### config.mk
export PLATFORM = sky130hd
export DESIGN_NAME = tmr_fault_manager_flat
export DESIGN_NICKNAME = d
export VERILOG_FILES = /design/src/rtl/tmr_pkg.sv /design/src/rtl/tmr_fault_manager_if.sv /design/src/rtl/tmr_fault_classifier.sv /design/src/rtl/tmr_fault_manager.sv /design/src/flat_wrapper.sv
export SDC_FILE = /design/constraint.sdc
export NUM_CORES = 1
export LEC_CHECK = 0
export CORE_UTILIZATION = 50
export CTS_CLUSTER_DIAMETER = 100
export DETAILED_ROUTE_END_ITERATION = 10
export PLACE_DENSITY = 0.76
export RECOVER_POWER = 50
export SLEW_MARGIN = 20
export SYNTH_ARGS = -nofsm -noshare
export SYNTH_HDL_FRONTEND = slang
export SYNTH_SLANG_ARGS = --single-unit
### constraint.sdc
create_clock -name clk -period 3.78 [get_ports clk]
set_input_delay 0.378 -clock clk [delete_from_list [all_inputs] [get_ports clk]]
set_output_delay 0.378 -clock clk [all_outputs]
set_load 0.02 [all_outputs]
### src/rtl/tmr_pkg.sv
// Shared types for the TMR fault manager: FSM states, voter verdicts and ALU ids.
// fsm_state exposes tmr_state_t directly, so its encoding is part of the debug interface.
package tmr_pkg;

   typedef enum logic [1:0] {
      NORMAL   = 2'd0,
      RETRY    = 2'd1,
      DEGRADED = 2'd2,
      FATAL    = 2'd3
   } tmr_state_t;

   typedef enum logic [2:0] {
      OK     = 3'd0,
      F_ALU1 = 3'd1,
      F_ALU2 = 3'd2,
      F_ALU3 = 3'd3,
      NO_MAJ = 3'd4
   } tmr_fault_t;

   localparam logic [1:0] ALU_NONE = 2'd0;
   localparam logic [1:0] ALU1_ID  = 2'd1;
   localparam logic [1:0] ALU2_ID  = 2'd2;
   localparam logic [1:0] ALU3_ID  = 2'd3;

   // Maps a single-ALU fault verdict to its external ALU id; OK/NO_MAJ give ALU_NONE.
   function automatic logic [1:0] fault_to_id(input tmr_fault_t f);
      case (f)
         F_ALU1:  return ALU1_ID;
         F_ALU2:  return ALU2_ID;
         F_ALU3:  return ALU3_ID;
         default: return ALU_NONE;
      endcase
   endfunction

endpackage

### src/rtl/tmr_fault_manager_if.sv
// Voter-to-fault-manager bundle. The slave modport is the manager; the master
// modport is the voter/pipeline side that supplies flags and consumes stall/retry.
interface tmr_fault_manager_if #(
   parameter int unsigned CNT_W = 4
);
   logic               result_valid;
   logic               alu1_alu2_match;
   logic               alu1_alu3_match;
   logic               alu2_alu3_match;
   logic               clear_faults;
   logic               retry_req;
   logic               pipe_stall;
   logic [2:0]         alu_disable;
   logic [3*CNT_W-1:0] alu_err_cnt;
   logic               fault_event;
   logic [1:0]         fault_alu_id;
   logic               fatal_error;
   logic [1:0]         fsm_state;

   modport master (
      output result_valid, alu1_alu2_match, alu1_alu3_match, alu2_alu3_match, clear_faults,
      input  retry_req, pipe_stall, alu_disable, alu_err_cnt, fault_event, fault_alu_id,
             fatal_error, fsm_state
   );

   modport slave (
      input  result_valid, alu1_alu2_match, alu1_alu3_match, alu2_alu3_match, clear_faults,
      output retry_req, pipe_stall, alu_disable, alu_err_cnt, fault_event, fault_alu_id,
             fatal_error, fsm_state
   );
endinterface

### src/rtl/tmr_fault_classifier.sv
// Combinational verdict from the three pairwise match flags and the disable mask.
// With one ALU masked, only the flag between the two remaining ALUs matters.
module tmr_fault_classifier
   import tmr_pkg::*;
(
   input  logic       m12_i,
   input  logic       m13_i,
   input  logic       m23_i,
   input  logic [2:0] mask_i,
   output tmr_fault_t fault_o
);

   always_comb begin
      fault_o = NO_MAJ;
      unique case (mask_i)
         3'b000: begin
            case ({m12_i, m13_i, m23_i})
               3'b111:  fault_o = OK;
               3'b100:  fault_o = F_ALU3;
               3'b010:  fault_o = F_ALU2;
               3'b001:  fault_o = F_ALU1;
               // No flags, or a non-transitive pair of flags: nothing can be trusted.
               default: fault_o = NO_MAJ;
            endcase
         end
         3'b001:  fault_o = m23_i ? OK : NO_MAJ;
         3'b010:  fault_o = m13_i ? OK : NO_MAJ;
         3'b100:  fault_o = m12_i ? OK : NO_MAJ;
         default: fault_o = NO_MAJ;
      endcase
   end

endmodule

### src/rtl/tmr_fault_manager.sv
// TMR fault manager: classifies voter results, counts per-ALU faults, drives
// retry/stall, degrades to dual mode on a persistent fault and latches fatal errors.
module tmr_fault_manager
   import tmr_pkg::*;
#(
   parameter int unsigned CNT_W          = 4,
   parameter int unsigned PERSIST_THRESH = 3,
   parameter int unsigned RETRY_MAX      = 2
) (
   input logic               clk,
   input logic               rst_n,
   tmr_fault_manager_if.slave fm_if
);

   localparam int unsigned RetryW = $clog2(RETRY_MAX + 1);

   tmr_state_t                  state_q, state_d;
   logic [2:0][CNT_W-1:0]       cnt_q, cnt_d;
   logic [2:0][CNT_W-1:0]       persist_q, persist_d;
   logic [2:0]                  mask_q, mask_d;
   logic [RetryW-1:0]           retries_q, retries_d;
   logic                        retry_req_q, retry_req_d;
   logic                        fault_event_q, fault_event_d;
   logic [1:0]                  fault_id_q, fault_id_d;

   tmr_fault_t fault;
   logic [1:0] fault_id;
   logic [1:0] idx;

   tmr_fault_classifier u_classifier (
      .m12_i   (fm_if.alu1_alu2_match),
      .m13_i   (fm_if.alu1_alu3_match),
      .m23_i   (fm_if.alu2_alu3_match),
      .mask_i  (mask_q),
      .fault_o (fault)
   );

   assign fault_id = fault_to_id(fault);
   assign idx      = fault_id - 2'd1;

   function automatic logic [CNT_W-1:0] sat_inc(input logic [CNT_W-1:0] v);
      return (v == '1) ? v : v + CNT_W'(1);
   endfunction

   always_comb begin
      state_d       = state_q;
      cnt_d         = cnt_q;
      persist_d     = persist_q;
      mask_d        = mask_q;
      retries_d     = retries_q;
      retry_req_d   = 1'b0;
      fault_event_d = 1'b0;
      fault_id_d    = ALU_NONE;

      if (fm_if.clear_faults) begin
         state_d   = NORMAL;
         cnt_d     = '0;
         persist_d = '0;
         mask_d    = '0;
         retries_d = '0;
      end else if (fm_if.result_valid) begin
         unique case (state_q)
            NORMAL, RETRY: begin
               if (fault == NO_MAJ) begin
                  if (state_q == NORMAL) begin
                     retry_req_d = 1'b1;
                     retries_d   = RetryW'(1);
                     state_d     = RETRY;
                  end else if (retries_q < RetryW'(RETRY_MAX)) begin
                     retry_req_d = 1'b1;
                     retries_d   = retries_q + RetryW'(1);
                  end else begin
                     state_d = FATAL;
                  end
               end else begin
                  state_d   = NORMAL;
                  retries_d = '0;
                  persist_d = '0;
                  if (fault != OK) begin
                     // Only the faulting ALU keeps its run of consecutive faults.
                     persist_d[idx] = sat_inc(persist_q[idx]);
                     cnt_d[idx]     = sat_inc(cnt_q[idx]);
                     fault_event_d  = 1'b1;
                     fault_id_d     = fault_id;
                     if (persist_d[idx] >= CNT_W'(PERSIST_THRESH)) begin
                        mask_d[idx] = 1'b1;
                        state_d     = DEGRADED;
                     end
                  end
               end
            end
            DEGRADED: begin
               if (fault == NO_MAJ) state_d = FATAL;
            end
            FATAL: begin
            end
         endcase
      end
   end

   always_ff @(posedge clk or negedge rst_n) begin
      if (!rst_n) begin
         state_q       <= NORMAL;
         cnt_q         <= '0;
         persist_q     <= '0;
         mask_q        <= '0;
         retries_q     <= '0;
         retry_req_q   <= 1'b0;
         fault_event_q <= 1'b0;
         fault_id_q    <= ALU_NONE;
      end else begin
         state_q       <= state_d;
         cnt_q         <= cnt_d;
         persist_q     <= persist_d;
         mask_q        <= mask_d;
         retries_q     <= retries_d;
         retry_req_q   <= retry_req_d;
         fault_event_q <= fault_event_d;
         fault_id_q    <= fault_id_d;
      end
   end

   assign fm_if.retry_req    = retry_req_q;
   assign fm_if.pipe_stall   = (state_q == RETRY) || (state_q == FATAL);
   assign fm_if.alu_disable  = mask_q;
   assign fm_if.alu_err_cnt  = cnt_q;
   assign fm_if.fault_event  = fault_event_q;
   assign fm_if.fault_alu_id = fault_id_q;
   assign fm_if.fatal_error  = (state_q == FATAL);
   assign fm_if.fsm_state    = state_q;

endmodule

### src/flat_wrapper.sv
// flat-port wrapper written by rule: the top's interface ports become plain ports
module tmr_fault_manager_flat import tmr_pkg::*;
#(
   parameter int unsigned CNT_W          = 4,
   parameter int unsigned PERSIST_THRESH = 3,
   parameter int unsigned RETRY_MAX      = 2
)
  (clk, rst_n, fm_if_result_valid, fm_if_alu1_alu2_match, fm_if_alu1_alu3_match, fm_if_alu2_alu3_match, fm_if_clear_faults, fm_if_retry_req, fm_if_pipe_stall, fm_if_alu_disable, fm_if_alu_err_cnt, fm_if_fault_event, fm_if_fault_alu_id, fm_if_fatal_error, fm_if_fsm_state);
  tmr_fault_manager_if #(.CNT_W(CNT_W)) fm_if_i ();
  input logic clk;
  input logic rst_n;
  input wire logic [$bits(fm_if_i.result_valid)-1:0] fm_if_result_valid;
  input wire logic [$bits(fm_if_i.alu1_alu2_match)-1:0] fm_if_alu1_alu2_match;
  input wire logic [$bits(fm_if_i.alu1_alu3_match)-1:0] fm_if_alu1_alu3_match;
  input wire logic [$bits(fm_if_i.alu2_alu3_match)-1:0] fm_if_alu2_alu3_match;
  input wire logic [$bits(fm_if_i.clear_faults)-1:0] fm_if_clear_faults;
  output wire logic [$bits(fm_if_i.retry_req)-1:0] fm_if_retry_req;
  output wire logic [$bits(fm_if_i.pipe_stall)-1:0] fm_if_pipe_stall;
  output wire logic [$bits(fm_if_i.alu_disable)-1:0] fm_if_alu_disable;
  output wire logic [$bits(fm_if_i.alu_err_cnt)-1:0] fm_if_alu_err_cnt;
  output wire logic [$bits(fm_if_i.fault_event)-1:0] fm_if_fault_event;
  output wire logic [$bits(fm_if_i.fault_alu_id)-1:0] fm_if_fault_alu_id;
  output wire logic [$bits(fm_if_i.fatal_error)-1:0] fm_if_fatal_error;
  output wire logic [$bits(fm_if_i.fsm_state)-1:0] fm_if_fsm_state;
  assign fm_if_i.result_valid = fm_if_result_valid;
  assign fm_if_i.alu1_alu2_match = fm_if_alu1_alu2_match;
  assign fm_if_i.alu1_alu3_match = fm_if_alu1_alu3_match;
  assign fm_if_i.alu2_alu3_match = fm_if_alu2_alu3_match;
  assign fm_if_i.clear_faults = fm_if_clear_faults;
  assign fm_if_retry_req = fm_if_i.retry_req;
  assign fm_if_pipe_stall = fm_if_i.pipe_stall;
  assign fm_if_alu_disable = fm_if_i.alu_disable;
  assign fm_if_alu_err_cnt = fm_if_i.alu_err_cnt;
  assign fm_if_fault_event = fm_if_i.fault_event;
  assign fm_if_fault_alu_id = fm_if_i.fault_alu_id;
  assign fm_if_fatal_error = fm_if_i.fatal_error;
  assign fm_if_fsm_state = fm_if_i.fsm_state;
  tmr_fault_manager #(.CNT_W(CNT_W), .PERSIST_THRESH(PERSIST_THRESH), .RETRY_MAX(RETRY_MAX)) u_core (.clk(clk), .rst_n(rst_n), .fm_if(fm_if_i));
endmodule
# Yosys cells after proc, flatten, opt, wreduce, memory -nomap -nowiden

Cells that the tools add are included.

Memories kept: 0
Bits in registers: 35
Memory bits (read-only): 0
Logic and storage cells: 124
Input port bits: 7
Bits in latches: 0
Output and inout bits: 23
Memory bits (writable): 0

$add $sub $neg: 4
Equality and inequality tests: 20
Bitwise operators: 2
Shift-type cells: 0
Muxes and demuxes: 66
Reduce and logical (&&, ||, !) cells: 16
$lt $le $gt $ge: 4
Div/mod/pow operators: 0
$mul: 0

Operators by type and width:

| operator                                                                             | number |
|---|---|
| 12-bit 2-to-1 mux                                                                    | 10 |
| 2-bit 2-to-1 mux                                                                     | 19 |
| 3-bit 2-to-1 mux                                                                     | 9 |
| 4-bit binary-select mux with 2-bit select                                            | 3 |
| 4-bit 2-to-1 mux                                                                     | 6 |
| 3-bit case mux with 4 select lines                                                   | 2 |
| 12-bit bitwise AND                                                                   | 1 |
| 12-bit bitwise mux                                                                   | 1 |
| 3-bit by 2-bit == test with 1-bit output (second input constant)                     | 4 |
| 3-bit == test (second input constant)                                                | 4 |
| 1-bit 2-to-1 mux                                                                     | 12 |
| 3-bit by 1-bit == test with 1-bit output (second input constant)                     | 3 |
| 4-bit by 1-bit adder with 4-bit output (second input constant)                       | 2 |
| 4-bit demux with 2-bit select                                                        | 1 |
| 4-bit == test (second input constant)                                                | 2 |
| 4-bit AND reduction                                                                  | 2 |
| 2-bit nonzero test                                                                   | 4 |
| 2-bit case mux with 3 select lines                                                   | 1 |
| 3-bit AND reduction                                                                  | 2 |
| 3-bit nonzero test                                                                   | 2 |
| 5-bit inequality test (second input constant)                                        | 1 |
| 5-bit AND reduction                                                                  | 1 |
| 2-bit == test (second input constant)                                                | 2 |
| 4-bit by 2-bit greater-or-equal comparator with 1-bit output (second input constant) | 1 |
| 17 further kinds                                                                     | 17 |

# Logic depth before layout (Yosys ltp)

Gate-level depths: netlist (run 1).

Depth after elaboration: 20
Depth in mapped cells: 14
Gate-level depth less buffers: 12

# Hierarchy

Synthesis (run 1) repeated with hierarchy kept, for this count alone.

Cells, all modules: 204
Area, all modules: 2,048.2 um^2

By module, submodules not included:

| module               | seq. area each (um^2) | times used | cells an instance | area each (um^2) |
|---|---|---|---|---|
| tmr_fault_manager    | 875.8                 | 1          | 190               | 1,945.6 |
| tmr_fault_classifier | 0.0                   | 1          | 14                | 102.6 |

# Worst setup path after synthesis (run 1)

Ideal clock, no wire load.

Path type: flip-flop to flip-flop
Start: register u_core.mask_q[1], in the netlist u_core.fm_if.alu_disable[1]
End: register u_core.cnt_q, in the netlist u_core.fm_if.alu_err_cnt[5]
Setup time: 136 ps
Data arrival time: 3,140 ps
Stages on the path, launching flop included: 12
Setup slack: 503 ps
Path buffers: 2
Clock period less this slack: 3,277 ps
Data required time: 3,644 ps
Cells stage by stage: dfrtp_1 -> clkbuf_1 -> or4_4 -> nor2_8 -> ha_1 -> clkbuf_1 -> mux2i_1 -> ha_1 -> and3b_1 -> mux2_2 -> nand3_1 -> a21oi_1

Cells in the longest elaborated chain, start to end: 15
Elaborated cells on any way between the ends: 31
Those cells by class: add/sub (2); order compare (2); eq/ne (9); mux (13); reduce/logical (5)

RTL lines:

| item                                                                                                        | line                       | text |
|---|---|---|
| from (decl)                                                                                                 | tmr_fault_manager.sv:20    | `logic [2:0] mask_q, mask_d;` |
| from (signal assigned)                                                                                      | tmr_fault_manager.sv:115   | `mask_q <= mask_d;` |
| 3-bit == test (tied with other cells)                                                                       | tmr_fault_classifier.sv:15 | `unique case (mask_i)` |
| 3-bit case mux with 4 select lines *                                                                        | tmr_fault_classifier.sv:15 |  |
| 3-bit by 2-bit == test with 1-bit output / 3-bit by 1-bit == test with 1-bit output (equally long branches) | tmr_pkg.sv:27              | `case (f)` |
| 2-bit case mux with 3 select lines                                                                          | tmr_pkg.sv:27              |  |
| 2-bit by 1-bit subtractor with 2-bit output                                                                 | tmr_fault_manager.sv:39    | `assign idx = fault_id - 2'd1;` |
| 4-bit binary-select mux with 2-bit select (tied with other cells)                                           | tmr_fault_manager.sv:82    | `cnt_d[idx] = sat_inc(cnt_q[idx]);` |
| 4-bit 2-to-1 mux (implied by the code) / 1-bit logical AND (equally long branches)                          | tmr_fault_manager.sv:82    |  |
| 4-bit by 1-bit adder with 4-bit output (tied with other cells)                                              | tmr_fault_manager.sv:42    | `return (v == '1) ? v : v + CNT_W'(1);` |
| 4-bit 2-to-1 mux / 4-bit demux with 2-bit select (equally long branches)                                    | -                          |  |
| 12-bit bitwise mux                                                                                          | tmr_fault_manager.sv:82    |  |
| 12-bit 2-to-1 mux                                                                                           | tmr_fault_manager.sv:79    | `if (fault != OK) begin` |
| 12-bit 2-to-1 mux                                                                                           | tmr_fault_manager.sv:64    | `if (fault == NO_MAJ) begin` |
| 12-bit 2-to-1 mux                                                                                           | tmr_fault_manager.sv:62    | `unique case (state_q)` |
| 12-bit 2-to-1 mux                                                                                           | tmr_fault_manager.sv:61    | `end else if (fm_if.result_valid) begin` |
| 12-bit 2-to-1 mux                                                                                           | tmr_fault_manager.sv:55    | `if (fm_if.clear_faults) begin` |
| to (signal assigned)                                                                                        | tmr_fault_manager.sv:113   | `cnt_q <= cnt_d;` |
| to (decl)                                                                                                   | tmr_fault_manager.sv:18    | `logic [2:0][CNT_W-1:0] cnt_q, cnt_d;` |

Every way passes the cells marked *; elsewhere a longest branch is shown, timed or not. The select of a mux whose other input is x is not followed.
A chain may end at the register's enable or synchronous reset.

# Worst setup path after layout (run 1)

Start: input port fm_if_alu1_alu2_match
End: register u_core.cnt_q, in the netlist u_core.fm_if.alu_err_cnt[9]

Cells in the longest elaborated chain, start to end: 16
Elaborated cells on any way between the ends: 33
Those cells by class: add/sub (2); order compare (2); eq/ne (10); mux (15); reduce/logical (4)

RTL lines:

| item                                                                                                        | line                       | text |
|---|---|---|
| from (decl)                                                                                                 | flat_wrapper.sv:13         | `input wire logic [$bits(fm_if_i.alu1_alu2_match)-1:0] fm_if_alu1_alu2_match;` |
| 3-bit by 1-bit == test with 1-bit output (tied with other cells)                                            | tmr_fault_classifier.sv:17 | `case ({m12_i, m13_i, m23_i})` |
| 3-bit case mux with 4 select lines                                                                          | tmr_fault_classifier.sv:17 |  |
| 3-bit case mux with 4 select lines *                                                                        | tmr_fault_classifier.sv:15 |  |
| 3-bit by 2-bit == test with 1-bit output / 3-bit by 1-bit == test with 1-bit output (equally long branches) | tmr_pkg.sv:27              |  |
| 2-bit case mux with 3 select lines                                                                          | tmr_pkg.sv:27              |  |
| 2-bit by 1-bit subtractor with 2-bit output                                                                 | tmr_fault_manager.sv:39    |  |
| 4-bit binary-select mux with 2-bit select (tied with other cells)                                           | tmr_fault_manager.sv:82    |  |
| 4-bit 2-to-1 mux (implied by the code) / 1-bit logical AND (equally long branches)                          | tmr_fault_manager.sv:82    |  |
| 4-bit by 1-bit adder with 4-bit output (tied with other cells)                                              | tmr_fault_manager.sv:42    |  |
| 4-bit 2-to-1 mux / 4-bit demux with 2-bit select (equally long branches)                                    | -                          |  |
| 12-bit bitwise mux                                                                                          | tmr_fault_manager.sv:82    |  |
| 12-bit 2-to-1 mux                                                                                           | tmr_fault_manager.sv:79    |  |
| 12-bit 2-to-1 mux                                                                                           | tmr_fault_manager.sv:64    |  |
| 12-bit 2-to-1 mux                                                                                           | tmr_fault_manager.sv:62    |  |
| 12-bit 2-to-1 mux                                                                                           | tmr_fault_manager.sv:61    |  |
| 12-bit 2-to-1 mux                                                                                           | tmr_fault_manager.sv:55    |  |

Marked as above.

==> summary.md, run 1 <==
| Metric | Value |
|---|---|
| Min Hold Slack | `496 ps` |
| Layout cells sized above 1 | `12.8%` |
| Design Power | `0.852 mW` |
| PD cells | `331 mW/mm^2` |
| Die Footprint | `0.00445 sq mm` |
| Slew margin rel. | `-23.4%` |
| Leak | `1.09 nW` |
| Register area | `876 sq um` |
| Clock share of power | `35.4%` |
| CTS Buf Count | `5` |
| Final cycle utilization of the critical path | `88.4%` |
| Io pins | `30` |
| Max-cap viol count | `1` |
| H-tree depth | `2` |
| Clock sinks | `35` |
| CP Buf/Inv Count | `2` |
| Worst slew pin tran | `1850 ps` |
| Synth area leader | `dfrtp_1` |
| Initial antenna violation count | `0` |
| Maximum vdd drop | `0.000206 V` |
| CP max FO | `13` |
| Drt total wl | `4920 um` |
| DRT antenna net count | `0` |
| DP HPWL | `3440 um` |
| Syn Nets | `241` |
| Via count | `1879` |
| CP Data Required Time | `3950 ps` |
| Max stage delay on crit path | `530 ps` |
| Synthesized instance count | `229` |
| Overflow after GRT | `0` |
| Residual DRC | `0` |
| Hold/Removal Path Class | `reg2reg` |
| Startpoint types | `input port` |
| CTS tree | `built` |
| Final worst slack | `439 ps` |
| Sequential Power Share | `46.1%` |
| Clock Root Buffer | `clkbuf_8` |
| Syn Area/Cell | `9.14 sq um` |
| Worst skew pair latency | `290 ps` |
| Register area share after synthesis | `41.9%` |
| DR iter-0 viols | `107` |
| Mapped Area | `0.00209 sq mm` |
| Net Sw Frac | `28.1%` |
| Flops & latches, synth | `35` |
| Failing checks | `max-capacitance violations, max-slew violations` |
| Layout area overhead | `23.0%` |
| Multi-input gate area | `0.00114 sq mm` |
| P_sw | `0.239 mW` |
| Worst path cell trace | `clkdlybuf4s50_1 > xnor2_1 > nor2_8 > ha_1 > buf_4 > mux2i_1 > ha_1 > and3b_1 > mux2_2 > nand3_1 > a21oi_1` |
| Max Freq | `0.299 GHz` |
| Wire per inst | `15.6 um` |
| Worst Path Class, Setup | `in2reg` |
| Core area | `0.00400 sq mm` |
| Die Width | `66.7 um` |
| Post-synth top cells | `dfrtp_1, nand2_1, nor2_1, o21ai_0, a21oi_1` |
| RSZ-0062 raised after global routing | `false` |
| Critical path's slowest cell | `xnor2_1` |
| Fin nets | `276` |
| Final slew viol count | `36` |
| Yosys warns | `0` |
| Die height | `66.7 um` |
| Count of hold-fix buffers inserted at cts | `0` |
| Resized cells post-CTS | `0` |
| Row count | `23` |
| Ys async rst share | `100%` |
| First-pass GRT wire length | `8050 um` |
| Clk_skew | `5.76 ps` |
| CTS Buffer Depth | `2` |
| DP Worst Slack | `192 ps` |
| Combinational share of power | `18.5%` |
| DRT Pass-1 Iters | `5` |
| Top FF cell, synth | `dfrtp_1` |
| Share of the synthesized area in the top cell type | `41.9%` |
| Total negative slack | `0 ps` |
| CP delay by family, top | `adder cells` |
| Power Internal | `0.612 mW` |
| Fillers | `334` |
| Setup violations, final | `0` |
| Post-CTS Setup Repair Bufs | `0` |
| Final Hold Viols | `0` |
| Antenna Cells | `0` |
| Final Critical Period | `3340 ps` |
| Largest cells by area after synthesis | `dfrtp_1, nand2_1, o21ai_0` |
| Initial Utilization | `52.3%` |
| Most common cell on crit path | `ha_1` |
| Final GP Congestion | `0.890` |
| Status | `finished with violations` |
| PortBufs | `29` |
| DP Area | `0.00248 sq mm` |
| Total Routing Usage GR | `24.6%` |
| Worst Setup End Kind | `flop` |
| Vias in the first global route | `1645` |
| Post-layout instance area | `0.00257 sq mm` |
| Clock slew at reported path FFs | `70 ps` |
| Post-synth EDFFs | `0` |
| Vias/cell | `5.97` |
| Number of distinct library cells after synthesis | `48` |
| CP arrival | `3510 ps` |
| Largest net degree at the start of global routing | `36` |
==> kinds of logic after synthesis <==
kind of cell / after synthesis / share of synthesized area, %
AND/OR/NAND/NOR: 100 / 25.7
AO/OA/AOI/OAI: 57 / 18.4
flip-flops: 35 / 41.9
buffers and inverters: 16 / 3.47
multiplexers: 11 / 5.50
XOR/XNOR: 5 / 2.09
adder cells (fa/ha/maj): 5 / 2.99
==> placed cells by master, fill, tap and decap left out, types with 3 or more instances in the layout <==
cell type | netlist | routed
a21oi_1 | 13 | 13
buf_4 | 0 | 11
clkbuf_8 | 0 | 7
clkdlybuf4s50_1 | 0 | 18
dfrtp_1 | 35 | 35
dlygate4sd3_1 | 0 | 11
ha_1 | 5 | 5
mux2_2 | 4 | 4
mux2i_1 | 7 | 7
nand2_1 | 35 | 35
nand2b_1 | 3 | 3
nand3_1 | 9 | 9
nand3b_1 | 6 | 6
nand4_1 | 5 | 5
nand4b_1 | 4 | 4
nor2_1 | 18 | 18
nor3_1 | 5 | 5
o211a_1 | 3 | 3
o211ai_1 | 5 | 5
o21ai_0 | 18 | 18
o21ai_1 | 3 | 3
xnor2_1 | 3 | 3
==> flip-flops by register name, summed over array words and instances (netlist names) <==
signal / count
u_core.fm_if.alu_err_cnt: 12
u_core.persist_q: 12
u_core.fm_if.alu_disable: 3
u_core.fm_if.fault_alu_id: 2
u_core.fm_if.fsm_state: 2
u_core.retries_q: 2
u_core.fm_if.fault_event: 1
u_core.fm_if.retry_req: 1
==> worst paths after layout <==
kind | endpoint | slack (ps) | start | cells past startpoint
min in group asynchronous | u_core.persist_q[2] | 1120 | rst_n | 2
max in group asynchronous | u_core.persist_q[11] | 1580 | rst_n | 2
worst max-delay path | u_core.fm_if.alu_err_cnt[9] | 440 | fm_if_alu1_alu2_match | 11
worst min register to register | u_core.persist_q[10] | 500 | u_core.persist_q[10] | 2
worst max register to register | u_core.fm_if.alu_err_cnt[9] | 600 | u_core.fm_if.alu_disable[1] | 10
worst min-delay path | u_core.persist_q[10] | 500 | u_core.persist_q[10] | 2
==> tightest hold or removal path, stage by stage, from the launching register on <==
cell	delay (ps)
dfrtp_1	350
nand2_1	50
o21ai_0	60
==> power groups by stage <==
stage          Combinational, mW  Clock, mW  Sequential (mW)
2_1_floorplan             0.0923          0            0.405
3_3_place_gp               0.156          0            0.400
3_5_place_dp               0.158          0            0.399
4_1_cts                    0.159      0.306            0.392
5_1_grt                    0.172      0.317            0.393
6_report                   0.158      0.302            0.392
==> metal layers <==
metal / GRT usage, % / wire length [um] / vias up / part of all wire, %
li1: - / - / 901 / -
met1: 34.9 / 2320 / 905 / 47
met2: 35.6 / 2270 / 68 / 46
met3: 6.16 / 271 / 5 / 5.5
met4: 9.31 / 56 / 0 / 1.1
met5: 0 / 0 / - / 0
==> per-stage QoR <==
step	util, %	instances
3_5_place_dp	61.9	307
5_1_grt	64.3	315
6_report	64.3	315
3_3_place_gp	61.9	307
4_1_cts	64.4	315
2_1_floorplan	-	229
==> layout make-up <==
type	instances	share of cell area (%)
well taps	50	2.43
repair buffers	41	14.6
flip-flops and latches	35	34.0
inverters	3	0.535
multi-input cells	178	44.5
clock buffers	8	3.89
(Power assumes the default switching activity.)
==> inputs of run 2 (changes only) <==
- CORE_UTILIZATION: 50 -> 25
- PLACE_DENSITY: 0.76 -> 0.45
==> run 2 against run 1 <==
Against the previous run:
- the run still ends with max-capacitance violations, max-slew violations left
- maximum frequency down 4.2%
- utilization down 31 points
- final area up 2.4%
- clock skew up 2.5 ps
- critical endpoint is now u_core.fm_if.alu_err_cnt[5]
- final cell count up 16%
- routed wire length up 17%
- combinational power about the same
==> summary.md, run 2 (same netlist as run 1, synthesis figures left out) <==
| Metric | Value |
|---|---|
| Status | `finished with violations` |
| Failing checks | `max-capacitance violations, max-slew violations` |
| CTS Buf Count | `5` |
| Multi-input gate area | `0.00114 sq mm` |
| Initial Utilization | `26.4%` |
| CP max FO | `11` |
| Design Power | `0.883 mW` |
| Worst slew pin tran | `1980 ps` |
| Die Width | `93.5 um` |
| Row count | `32` |
| DP HPWL | `4140 um` |
| Maximum vdd drop | `0.000127 V` |
| Worst skew pair latency | `290 ps` |
| Most frequent cells in the layout | `nand2_1, dfrtp_1, o21ai_0, nor2_1, clkdlybuf4s50_1` |
| Max Freq | `0.287 GHz` |
| DRT antenna net count | `0` |
| Fillers | `846` |
| Reg-to-reg startpoint | `u_core.fm_if.alu_disable[1]` |
| Most common cell on crit path | `ha_1` |
| Register area | `876 sq um` |
| Resized cells post-CTS | `0` |
| Via count | `1794` |
| Vias in the first global route | `1850` |
| Final Critical Period | `3490 ps` |
| R2R Path End | `u_core.fm_if.alu_err_cnt[5]` |
| PortBufs | `29` |
| Total negative slack | `0 ps` |
| CP Buf/Inv Count | `2` |
| Final Hold Viols | `0` |
| Startpoint types | `input port` |
| Cell count along the critical path | `11` |
| Total Routing Usage GR | `14.5%` |
| Overflow after GRT | `0` |
| Die height | `93.5 um` |
| Drt total wl | `5740 um` |
| Initial antenna violation count | `0` |
| Residual DRC | `0` |
| PD cells | `335 mW/mm^2` |
| Layout area overhead | `25.9%` |
| Hold Path Stages | `2` |
| Final cycle utilization of the critical path | `92.3%` |
| Hold/Removal Path Class | `reg2reg` |
| Final slew viol count | `36` |
| Largest net degree at the start of global routing | `36` |
| Core area | `0.00793 sq mm` |
| Post-CTS Setup Repair Bufs | `0` |
| Max-cap viol count | `1` |
| Critical path's slowest cell | `clkdlybuf4s50_1` |
| Clock slew at reported path FFs | `80 ps` |
| Clk_skew | `8.30 ps` |
| Setup violations, final | `0` |
| Worst R2R Setup Slack | `560 ps` |
| Worst path cell trace | `clkdlybuf4s50_1 > xnor2_1 > nor2_8 > ha_1 > buf_4 > mux2i_1 > ha_1 > and3b_1 > mux2_2 > nand3_1 > a21oi_1` |
| DRT Pass-1 Iters | `4` |
| CTS tree | `built` |
| Max stage delay on crit path | `580 ps` |
| Count of hold-fix buffers inserted at cts | `0` |
| CP Data Required Time | `3960 ps` |
| Fin nets | `275` |
| Worst Setup End Kind | `flop` |
| Post-Layout Cell Count | `365` |
| Hold wc startpoint | `u_core.persist_q[10]` |
| Worst Path Class, Setup | `in2reg` |
| Wire per inst | `15.7 um` |
| Hold EP | `u_core.persist_q[10]` |
| Leak | `1.08 nW` |
| Vias/cell | `4.92` |
| RSZ-0062 raised after global routing | `false` |
| Antenna Cells | `0` |
| H-tree depth | `2` |
| Layout cells sized above 1 | `12.9%` |
| Inst Count DP | `358` |
| First-pass GRT wire length | `9740 um` |
| CP arrival | `3670 ps` |
| R2r worst-path depth | `10` |
| CP delay by family, top | `buffers and inverters` |
| Final GP Congestion | `0.849` |
| Min Hold Slack | `495 ps` |
| Die Footprint | `0.00874 sq mm` |
| Slew margin rel. | `-31.8%` |
| CTS Buffer Depth | `2` |
| Clock sinks | `35` |
| Clock Root Buffer | `clkbuf_8` |
| DR iter-0 viols | `95` |
| Io pins | `30` |
==> run 2: cell types whose count changed in the layout (fill, tap and decap cells not counted), sizes merged <==
cell,delta
clkbuf,-3
bufinv,+1
dlygate4sd3,-1
clkinvlp,+1
==> run 2: cell type report <==
cell class	count	area share (%)
multi-input combinational	178	43.4
tap	102	4.85
clock inverter	2	1.43
inverter	3	0.523
sequential	35	33.3
clock buffer	5	2.61
timing repair buffer	40	13.9
==> run 2: worst max-delay path by stage <==
stage	startpoint	to	slack, ps
6_report	fm_if_alu1_alu2_match	u_core.fm_if.alu_err_cnt[5]	290
5_1_grt	fm_if_alu1_alu2_match	u_core.fm_if.alu_err_cnt[9]	50
4_1_cts	fm_if_alu1_alu2_match	u_core.fm_if.alu_err_cnt[5]	310
3_5_place_dp	fm_if_alu1_alu2_match	u_core.fm_if.alu_err_cnt[5]	-10
3_3_place_gp	fm_if_alu1_alu2_match	u_core.fm_if.alu_err_cnt[9]	140
2_1_floorplan	u_core.fm_if.alu_disable[1]	u_core.fm_if.alu_err_cnt[5]	500
==> run 2: power breakdown <==
group | leakage (nW) | switching, mW | internal, mW | total (mW)
combinational | 0.548 | 0.0989 | 0.0613 | 0.160
sequential | 0.484 | 0.00849 | 0.383 | 0.392
clock | 0.0502 | 0.139 | 0.193 | 0.331
total | 1.08 | 0.246 | 0.637 | 0.883
==> run 2: metrics by stage <==
| step | area, sq um | util, % | setup slack (ps) |
|---|---|---|---|
| detailed placement | 2530 | 31.9 | -9.59 |
| floorplan | 2090 | - | 503 |
| global route | 2630 | 33.2 | 50.2 |
| CTS | 2640 | 33.2 | 306 |
| finish | 2630 | 33.2 | 291 |
| global placement | 2530 | 31.9 | 140 |
==> run 2: routing by layer <==
metal	part of all wire, %	wire, um	global-route usage [%]	vias to the layer above
met2	44	2500	21.8	26
met1	52	2970	20.5	860
li1	-	-	-	900
met5	0	0	0	-
met3	3.3	188	3.17	8
met4	1.3	74	4.62	0
==> run 2: worst min-delay path, delay by kind of cell, from the launching register on <==
kind	cells	cell delay [ps]
compound gates	1	60
flops	1	350
simple gates	1	50
==> inputs of run 3 (changes only) <==
- CORE_UTILIZATION: 25 -> 49
- PLACE_DENSITY: 0.45 -> 0.78
- SLEW_MARGIN: 20 -> 5
- clock period: 3.78 -> 3.02 ns (I/O delays scaled with it)
==> run 3 against run 2 <==
Against the previous run:
- final cell count fell by 7.7%
- the run now ends clean
- final area rose by 6.1%
- largest power group unchanged
- count of clock-buffer cells in the layout rose by 2
- first-iteration DRC count fell by 7.4%
==> summary.md, run 3 (same netlist as run 1, synthesis figures left out) <==
| Metric | Value |
|---|---|
| Status | `finished, final reports clean` |
| DR iter-0 viols | `88` |
| Maximum vdd drop | `0.000296 V` |
| Wire per inst | `16.2 um` |
| Clock sinks | `35` |
| PortBufs | `29` |
| DP Worst Slack | `-36.8 ps` |
| Layout cells sized above 1 | `22.6%` |
| Max stage delay on crit path | `510 ps` |
| Fin nets | `298` |
| DRT antenna net count | `0` |
| Residual DRC | `0` |
| Initial antenna violation count | `0` |
| Final slew viol count | `0` |
| Slew margin rel. | `33.9%` |
| Critical path endpoint | `u_core.fm_if.alu_err_cnt[9]` |
| Final worst slack | `172 ps` |
| Worst Path Class, Setup | `reg2reg` |
| Final core utilization | `68.9%` |
| PD cells | `383 mW/mm^2` |
| Design Power | `1.07 mW` |
| Overflow after GRT | `0` |
| Most frequent cells in the layout | `nand2_1, dfrtp_1, buf_4` |
| Vias/cell | `5.76` |
| Worst R2R Setup Slack | `170 ps` |
| Worst skew pair latency | `290 ps` |
| Hold/Removal Path Class | `in2async` |
| Setup violations, final | `0` |
| Min Hold Slack | `294 ps` |
| Clock slew at reported path FFs | `80 ps` |
| CP Data Required Time | `3180 ps` |
| Final Critical Period | `2850 ps` |
| Clock Root Buffer | `clkbuf_8` |
| Core area | `0.00406 sq mm` |
| Io pins | `30` |
| Total negative slack | `0 ps` |
| DRT Pass-1 Iters | `4` |
| Crit path launch | `u_core.fm_if.alu_disable[2]` |
| CTS Buffer Depth | `2` |
| Count of hold-fix buffers inserted at cts | `0` |
| Vias in the first global route | `1919` |
| CTS Buf Count | `5` |
| R2R Path End | `u_core.fm_if.alu_err_cnt[9]` |
| Worst path cell trace | `or4_4 > nor2_8 > buf_4 > inv_4 > mux2i_1 > mux2i_4 > ha_2 > and3b_1 > mux2_4 > nand3_1 > a21oi_1` |
| Max-cap viol count | `0` |
| Worst Setup End Kind | `flop` |
| Final Hold Viols | `0` |
| Die height | `67.3 um` |
| CTS tree | `built` |
| CP max FO | `9` |
| Antenna Cells | `0` |
| Startpoint types | `flop` |
| Final GP Congestion | `0.839` |
| Row count | `23` |
| Reg-to-reg startpoint | `u_core.fm_if.alu_disable[2]` |
| Max Freq | `0.351 GHz` |
| Critical path's slowest cell | `or4_4` |
| Die Footprint | `0.00453 sq mm` |
| Via count | `1940` |
| R2r worst-path depth | `11` |
| Layout area overhead | `33.6%` |
| Worst slew pin tran | `991 ps` |
| Leak | `1.19 nW` |
| Final cycle utilization of the critical path | `94.3%` |
| Total Routing Usage GR | `26.9%` |
| Drt total wl | `5450 um` |
| DP HPWL | `4010 um` |
| Die Width | `67.3 um` |
| RSZ-0062 raised after global routing | `false` |
| H-tree depth | `2` |
| Clk_skew | `13.4 ps` |
| CP arrival | `3010 ps` |
| Largest net degree at the start of global routing | `24` |
| First-pass GRT wire length | `8960 um` |
| Initial Utilization | `51.6%` |
==> run 3: changes by cell type in the layout (fill, tap and decap cells not counted), sizes merged <==
cell | previous run | this run
buf | 11 | 32
clkbuf | 6 | 9
dlygate4sd3 | 10 | 12
bufinv | 1 | 0
clkdlybuf4s50 | 18 | 17
clkinv | 0 | 1
clkinvlp | 1 | 0
==> run 3: final cells by class <==
type,count,area (sq um)
fillers,328,1260
well taps,50,62.6
inverters,3,13.8
multi-input cells,178,1210
clock buffers,7,86.3
flip-flops and latches,35,877
clock inverters,1,5.00
repair buffers,63,538
==> run 3: how the worst min path moves through the flow <==
stage                         from                           to  slack (ps)
6_report                     rst_n          u_core.persist_q[7]         290
5_1_grt                      rst_n          u_core.persist_q[7]         290
4_1_cts                      rst_n          u_core.persist_q[7]         230
3_5_place_dp   u_core.persist_q[9]          u_core.persist_q[9]         480
3_3_place_gp   u_core.persist_q[5]          u_core.persist_q[5]         470
2_1_floorplan                rst_n  u_core.fm_if.alu_disable[0]           6
==> run 3: critical path, delay by kind of cell, from the launching register on <==
family | cells | cell delay, ps
AND/OR/NAND/NOR | 4 | 1010
multiplexers | 3 | 670
flip-flops | 1 | 500
buffers and inverters | 2 | 250
adder cells (fa/ha/maj) | 1 | 210
AO/OA/AOI/OAI | 1 | 80
==> run 3: per-stage QoR <==
step	cell area, sq um	cells
after floorplan	2180	229
after global placement	2700	329
after detailed placement	2700	329
after CTS	2800	337
after global routing	2800	337
final	2800	337
==> run 3: timing repair <==
item	4_1_cts	5_1_grt
gates resized for setup	0	1
buffers inserted	0	0
setup endpoints to repair	0	1
==> run 3: routing by layer <==
metal,up-vias,share of wire (%),track usage [%]
li1,944,-,-
met1,931,45,37.1
met2,60,47,43.4
met3,5,6.2,4.39
met4,0,0.97,7.71
met5,-,0,0
==> run 3: power by group <==
| part | leakage, nW | internal [mW] | switching (mW) |
|---|---|---|---|
| sequential | 0.482 | 0.480 | 0.0109 |
| combinational | 0.657 | 0.102 | 0.133 |
| clock | 0.0482 | 0.184 | 0.160 |
